### src/rtl/rle_line_decoder_if.sv
// ============================================================================
// rle_line_decoder_if : run-length line in, pixel stream and run bounds out
// Rev 1.0
// ============================================================================
`default_nettype none

interface rle_line_decoder_if;
   logic [9:0]  stream1;
   logic [9:0]  stream2;
   logic        line_load;
   logic        pix_ready;
   logic        pixelout;
   logic        pix_valid;
   logic        line_done;
   logic        overrun;
   logic [10:0] white_start;
   logic [10:0] white_end;
   logic [10:0] centre_col;
   logic        centre_valid;

   modport master (
      output stream1, stream2, line_load, pix_ready,
      input  pixelout, pix_valid, line_done, overrun,
      input  white_start, white_end, centre_col, centre_valid
   );

   modport slave (
      input  stream1, stream2, line_load, pix_ready,
      output pixelout, pix_valid, line_done, overrun,
      output white_start, white_end, centre_col, centre_valid
   );
endinterface

`default_nettype wire

### src/rtl/rle_line_decoder.sv
// ============================================================================
// rle_line_decoder : expands (black run, white run) into IMAGE_W+1 pixels
// Rev 1.0
// ============================================================================
`default_nettype none

module rle_line_decoder #(
   parameter logic [10:0] IMAGE_W = 11'd639
) (
   input  logic              CLK,
   input  logic              RESET,
   rle_line_decoder_if.slave bus
);

   typedef enum logic [0:0] {
      ST_IDLE   = 1'b0,
      ST_ACTIVE = 1'b1
   } state_t;

   localparam logic [11:0] c_IMAGE_W12 = {1'b0, IMAGE_W};

   state_t      r_state;
   logic [10:0] r_col;
   logic [10:0] r_a_s1, r_a_s2;
   logic [10:0] r_p_s1, r_p_s2;
   logic        r_p_full;
   logic        r_pixelout, r_pix_valid, r_line_done, r_overrun;
   logic [10:0] r_white_start, r_white_end, r_centre_col;
   logic        r_centre_valid;

   logic        w_accept, w_last, w_from_pend, w_from_in;
   logic [10:0] w_new_s1, w_new_s2;
   logic        w_vld;
   logic [11:0] w_end12, w_ctr12;
   logic [10:0] w_wend, w_wctr;

   // 12-bit end so a run reaching past column 2047 cannot wrap back to white
   function automatic logic f_pix(input logic [10:0] c, input logic [10:0] s1,
                                  input logic [10:0] s2);
      logic [11:0] run_end;
      run_end = {1'b0, s1} + {1'b0, s2};
      return (c >= s1) && ({1'b0, c} < run_end);
   endfunction

   always_comb begin
      w_accept    = r_pix_valid & bus.pix_ready;
      w_last      = w_accept && (r_col == IMAGE_W);
      w_from_pend = w_last && r_p_full;
      w_from_in   = bus.line_load && ((r_state == ST_IDLE) || (w_last && !r_p_full));
      w_new_s1    = w_from_pend ? r_p_s1 : {1'b0, bus.stream1};
      w_new_s2    = w_from_pend ? r_p_s2 : {1'b0, bus.stream2};
      w_vld       = (w_new_s2 != 11'd0) && (w_new_s1 <= IMAGE_W);
      w_end12     = {1'b0, w_new_s1} + {1'b0, w_new_s2} - 12'd1;
      w_ctr12     = {1'b0, w_new_s1} + {2'b00, w_new_s2[10:1]};
      w_wend      = (w_end12 > c_IMAGE_W12) ? IMAGE_W : w_end12[10:0];
      w_wctr      = (w_ctr12 > c_IMAGE_W12) ? IMAGE_W : w_ctr12[10:0];
   end

   always_ff @(posedge CLK) begin
      if (RESET) begin
         r_state        <= ST_IDLE;
         r_col          <= 11'd0;
         r_a_s1         <= 11'd0;
         r_a_s2         <= 11'd0;
         r_p_s1         <= 11'd0;
         r_p_s2         <= 11'd0;
         r_p_full       <= 1'b0;
         r_pixelout     <= 1'b0;
         r_pix_valid    <= 1'b0;
         r_line_done    <= 1'b0;
         r_overrun      <= 1'b0;
         r_white_start  <= 11'd0;
         r_white_end    <= 11'd0;
         r_centre_col   <= 11'd0;
         r_centre_valid <= 1'b0;
      end else begin
         r_line_done <= w_last;
         r_overrun   <= 1'b0;

         if (w_from_pend || w_from_in) begin
            r_state        <= ST_ACTIVE;
            r_a_s1         <= w_new_s1;
            r_a_s2         <= w_new_s2;
            r_col          <= 11'd0;
            r_pix_valid    <= 1'b1;
            r_pixelout     <= f_pix(11'd0, w_new_s1, w_new_s2);
            r_centre_valid <= w_vld;
            r_white_start  <= w_vld ? w_new_s1 : 11'd0;
            r_white_end    <= w_vld ? w_wend : 11'd0;
            r_centre_col   <= w_vld ? w_wctr : 11'd0;
         end else if (w_last) begin
            r_state     <= ST_IDLE;
            r_col       <= 11'd0;
            r_pix_valid <= 1'b0;
            r_pixelout  <= 1'b0;
         end else if (w_accept) begin
            r_col      <= r_col + 11'd1;
            r_pixelout <= f_pix(r_col + 11'd1, r_a_s1, r_a_s2);
         end

         if (w_from_pend)
            r_p_full <= 1'b0;
         // A load that is not taken straight into the active slot parks in pending
         if ((r_state == ST_ACTIVE) && bus.line_load && !w_from_in) begin
            r_p_s1    <= {1'b0, bus.stream1};
            r_p_s2    <= {1'b0, bus.stream2};
            r_p_full  <= 1'b1;
            r_overrun <= r_p_full && !w_last;
         end
      end
   end

   assign bus.pixelout     = r_pixelout;
   assign bus.pix_valid    = r_pix_valid;
   assign bus.line_done    = r_line_done;
   assign bus.overrun      = r_overrun;
   assign bus.white_start  = r_white_start;
   assign bus.white_end    = r_white_end;
   assign bus.centre_col   = r_centre_col;
   assign bus.centre_valid = r_centre_valid;

endmodule

`default_nettype wire

### src/flat_wrapper.sv
// flat-port wrapper written by rule: the top's interface ports become plain ports
module rle_line_decoder_flat 
#(
   parameter logic [10:0] IMAGE_W = 11'd639
)
  (CLK, RESET, bus_stream1, bus_stream2, bus_line_load, bus_pix_ready, bus_pixelout, bus_pix_valid, bus_line_done, bus_overrun, bus_white_start, bus_white_end, bus_centre_col, bus_centre_valid);
  rle_line_decoder_if bus_i ();
  input  logic CLK;
  input  logic RESET;
  input wire logic [$bits(bus_i.stream1)-1:0] bus_stream1;
  input wire logic [$bits(bus_i.stream2)-1:0] bus_stream2;
  input wire logic [$bits(bus_i.line_load)-1:0] bus_line_load;
  input wire logic [$bits(bus_i.pix_ready)-1:0] bus_pix_ready;
  output wire logic [$bits(bus_i.pixelout)-1:0] bus_pixelout;
  output wire logic [$bits(bus_i.pix_valid)-1:0] bus_pix_valid;
  output wire logic [$bits(bus_i.line_done)-1:0] bus_line_done;
  output wire logic [$bits(bus_i.overrun)-1:0] bus_overrun;
  output wire logic [$bits(bus_i.white_start)-1:0] bus_white_start;
  output wire logic [$bits(bus_i.white_end)-1:0] bus_white_end;
  output wire logic [$bits(bus_i.centre_col)-1:0] bus_centre_col;
  output wire logic [$bits(bus_i.centre_valid)-1:0] bus_centre_valid;
  assign bus_i.stream1 = bus_stream1;
  assign bus_i.stream2 = bus_stream2;
  assign bus_i.line_load = bus_line_load;
  assign bus_i.pix_ready = bus_pix_ready;
  assign bus_pixelout = bus_i.pixelout;
  assign bus_pix_valid = bus_i.pix_valid;
  assign bus_line_done = bus_i.line_done;
  assign bus_overrun = bus_i.overrun;
  assign bus_white_start = bus_i.white_start;
  assign bus_white_end = bus_i.white_end;
  assign bus_centre_col = bus_i.centre_col;
  assign bus_centre_valid = bus_i.centre_valid;
  rle_line_decoder #(.IMAGE_W(IMAGE_W)) u_core (.CLK(CLK), .RESET(RESET), .bus(bus_i));
endmodule
### config.mk
export PLATFORM = sky130hd
export DESIGN_NAME = rle_line_decoder_flat
export DESIGN_NICKNAME = d
export VERILOG_FILES = /design/src/rtl/rle_line_decoder_if.sv /design/src/rtl/rle_line_decoder.sv /design/src/flat_wrapper.sv
export SDC_FILE = /design/constraint.sdc
export NUM_CORES = 1
export LEC_CHECK = 0
export CAP_MARGIN = 5
export CELL_PAD_IN_SITES_DETAIL_PLACEMENT = 1
export CELL_PAD_IN_SITES_GLOBAL_PLACEMENT = 2
export CORE_MARGIN = 5
export CORE_UTILIZATION = 39
export CTS_BUF_LIST = sky130_fd_sc_hd__clkbuf_8
export CTS_CLUSTER_DIAMETER = 40
export DETAILED_ROUTE_END_ITERATION = 10
export GPL_TIMING_DRIVEN = 0
export PLACE_DENSITY = 0.91
export SLEW_MARGIN = 30
export SYNTH_ARGS = -nofsm -noshare
export SYNTH_HDL_FRONTEND = slang
export SYNTH_SLANG_ARGS = --single-unit
### constraint.sdc
create_clock -name CLK -period 12.7 [get_ports CLK]
set_input_delay 1.905 -clock CLK [delete_from_list [all_inputs] [get_ports CLK]]
set_output_delay 1.905 -clock CLK [all_outputs]
set_load 0.01 [all_outputs]
==> flow_metrics.py <==
metrics = {
    "outcome": {
        "outcome": "completed",
    },
    "placement": {
        "port_buffers": 55,
        "placed_area_um2": 6790,
        "dp_hpwl_um": 15100,
        "dp_cells": 958,
        "place_ws_ns": 3.99,
        "gp_congestion": 0.865,
    },
    "timing": {
        "final-setup-viol-count": 0,
        "fmax_mhz": 120,
        "slew_headroom": 0.426,
        "worst_pin_slew_ns": 0.837,
        "whs_ns": 0.460,
        "finalSetupTns_ns": 0,
        "drv_slew": 0,
        "period_minus_slack_ns": 8.31,
        "final_hold_viol_count": 0,
        "fin_skew_ns": 0.0104,
        "layout_setup_ws_ns": 4.39,
        "rsz0062_at_grt": "no",
        "fin_crit_sh": 0.654,
    },
    "global_routing": {
        "grt_pass1_wl_um": 30800,
        "grt_max_degree": 15,
        "grt_overflow": 0,
        "grt_pass1_vias": 5681,
        "grt_usage": 0.216,
        "antenna_found_initial": 0,
    },
    "floorplanning": {
        "std_cell_rows": 45,
        "core_um2": 15100,
        "io_pins": 62,
        "initial_core_util": 0.396,
        "die_h_um": 134,
        "die_area_um2": 18000,
        "dieWidth_um": 134,
    },
    "worst_setup_path": {
        "path_common_cell": "buf_2",
        "worstPathArrival_ns": 8.55,
        "r2r_setup_slack_ns": 5.85,
        "cpPeakStageDelay_ns": 0.72,
        "path_delay_family": "buffers and inverters",
        "start_kind": "primary input",
        "r2r_cells": 20,
        "path_class": "in -> reg",
        "path_max_fanout": 10,
        "crit_cells": 21,
        "worstPathCellList": "clkdlybuf4s50_1 -> and2_1 -> buf_2 -> nand4_1 -> buf_2 -> buf_2 -> buf_1 -> mux2i_1 -> inv_1 -> ha_1 -> fa_1 -> a21oi_1 -> o21ai_0 -> mux2_2 -> a211oi_1 -> nor4b_1 -> nor4_2 -> a21oi_1 -> o22a_1 -> a311oi_4 -> a221oi_1",
        "r2r-start": "u_core.r_col[0]",
        "required_ns": 12.94,
        "crit_buf_inv": 6,
        "crit_path_end_kind": "flop",
        "crit_slowest_cell": "nor4_2",
        "r2r-end": "u_core.bus.white_end[6]",
    },
    "logic_synthesis": {
        "syn_area_per_cell_um2": 8.39,
        "yosysWarnings": 0,
        "mappedNetlistArea_um2": 6000,
        "synth_top_area_share": 0.297,
        "yosys_most_used_dff": "dfxtp_1",
        "ys_seq_elements": 89,
        "synth_fp_nets": 789,
        "netlist_instances": 715,
        "synth_edf_count": 0,
        "synth_seq_area_share": 0.297,
        "ys_types": 67,
        "ys_async_sr_fraction": 0,
        "synth.area.top_cells": "dfxtp_1, ha_1, mux2i_1",
        "yosys.area.top_type": "dfxtp_1",
    },
    "route": {
        "ant_nets": 0,
        "vias_per_cell": 5.65,
        "drt_wl_total_um": 19400,
        "drtPass1Iterations": 5,
        "vias": 5501,
        "drc": 0,
        "post_drt_wl_per_cell_um": 19.9,
        "initialDrtViolationCount": 288,
    },
    "final_layout": {
        "final_util": 0.462,
        "drive_above_1_share": 0.0433,
        "num-nets-final": 855,
        "syn2layout_area_growth_pct": 16.7,
        "post-route-cell-area_um2": 7000,
        "layout_common_cells": "dfxtp_1, nor2_1, clkdlybuf4s50_1, nand2_1",
        "finalNonFillerCells": 974,
        "final_common_cell": "dfxtp_1",
        "antenna_cells": 0,
    },
    "hold_path": {
        "holdPathEnd": "u_core.bus.centre_col[2]",
        "min-delay-path-class": "reg -> reg",
        "hp-start": "u_core.bus.centre_col[2]",
        "min_delay_path_depth": 1,
    },
    "flow_run": {
        "drv_cap": 0,
    },
    "cts": {
        "clock-root-buffer": "clkbuf_8",
        "cts_num_sinks": 89,
        "clkTransAtPathRegs_ns": 0.09,
        "clkLatencyLatePin_ns": 0.39,
        "cts_hold_buf": 0,
        "cts_max_level": 3,
        "cts_tree": "yes",
        "cts_buffers": 9,
        "cts_resized": 0,
        "clockBufferDepth": 2,
        "cts_setup_buffers": 0,
    },
    "pwr": {
        "power_density_nw_per_um2": 104,
        "power.total_uw": 727,
        "p_leak_nw": 3.04,
        "ir_worst_vdd_v": 0.0000497,
    },
}
-- worst max path at each step --
stage                  start                       to  slack (ns)
2_1_floorplan  bus_pix_ready  u_core.bus.white_end[8]        5.73
3_3_place_gp   bus_pix_ready  u_core.bus.white_end[5]        3.69
3_5_place_dp   bus_pix_ready  u_core.bus.white_end[6]        3.99
4_1_cts        bus_pix_ready  u_core.bus.white_end[6]        4.37
5_1_grt        bus_pix_ready  u_core.bus.white_end[0]        3.96
6_report       bus_pix_ready  u_core.bus.white_end[6]        4.39
-- layer usage --
metal	GRT usage	wire (µm)
met5	0	0
met4	0.0718	388
met2	0.366	9120
met3	0.0319	817
met1	0.283	9100
-- sequential cells by signal (all words and copies together) (netlist names), 10 cells and up --
name and count:
u_core.bus.centre_col 11, u_core.bus.white_end 11, u_core.r_col 11, u_core.bus.white_start 10
u_core.r_a_s1 10, u_core.r_a_s2 10, u_core.r_p_s1 10, u_core.r_p_s2 10
-- power breakdown --
group          total (mW)  internal, mW  switching, mW
combinational       0.200        0.0833          0.117
sequential          0.306         0.295         0.0110
clock               0.221         0.110          0.111
total               0.727         0.488          0.239
-- cell type report --
cell class	instances	area, µm²
Multi-Input combinational cell	546	3910
Fill cell	1813	8140
Sequential cell	89	1780
Tap cell	188	235
Buffer	42	174
Timing Repair Buffer	55	551
Clock inverter	7	86.3
Clock buffer	9	124
Inverter	38	143
-- cells by family (layout without fill, tap and decap cells) --
group           Yosys count  count (layout)  share of synthesized area
buf+inv                  80             151                     0.0528
flops                    89              89                      0.297
mux                      51              51                     0.0857
compound gates          159             159                      0.188
simple gates            223             223                      0.177
fa+ha+maj                58              58                      0.120
other cells               1               1                   0.000625
xor+xnor                 54              54                     0.0788
-- synthesized netlist by cell type (6+ instances only) --
master,number
maj3_1,8
mux2i_1,48
dfxtp_1,89
and2_1,7
xnor2_1,32
ha_1,48
nor2_1,88
clkbuf_1,31
xor2_1,22
a21o_1,12
nand2_1,51
a22oi_1,9
a211oi_1,28
o211ai_1,6
nor3_1,13
o21a_1,6
inv_1,36
nand4_1,9
o21ai_0,17
and3_1,6
a21oi_1,32
nand3_1,14
Note: power is estimated with default switching activity, not from simulation.
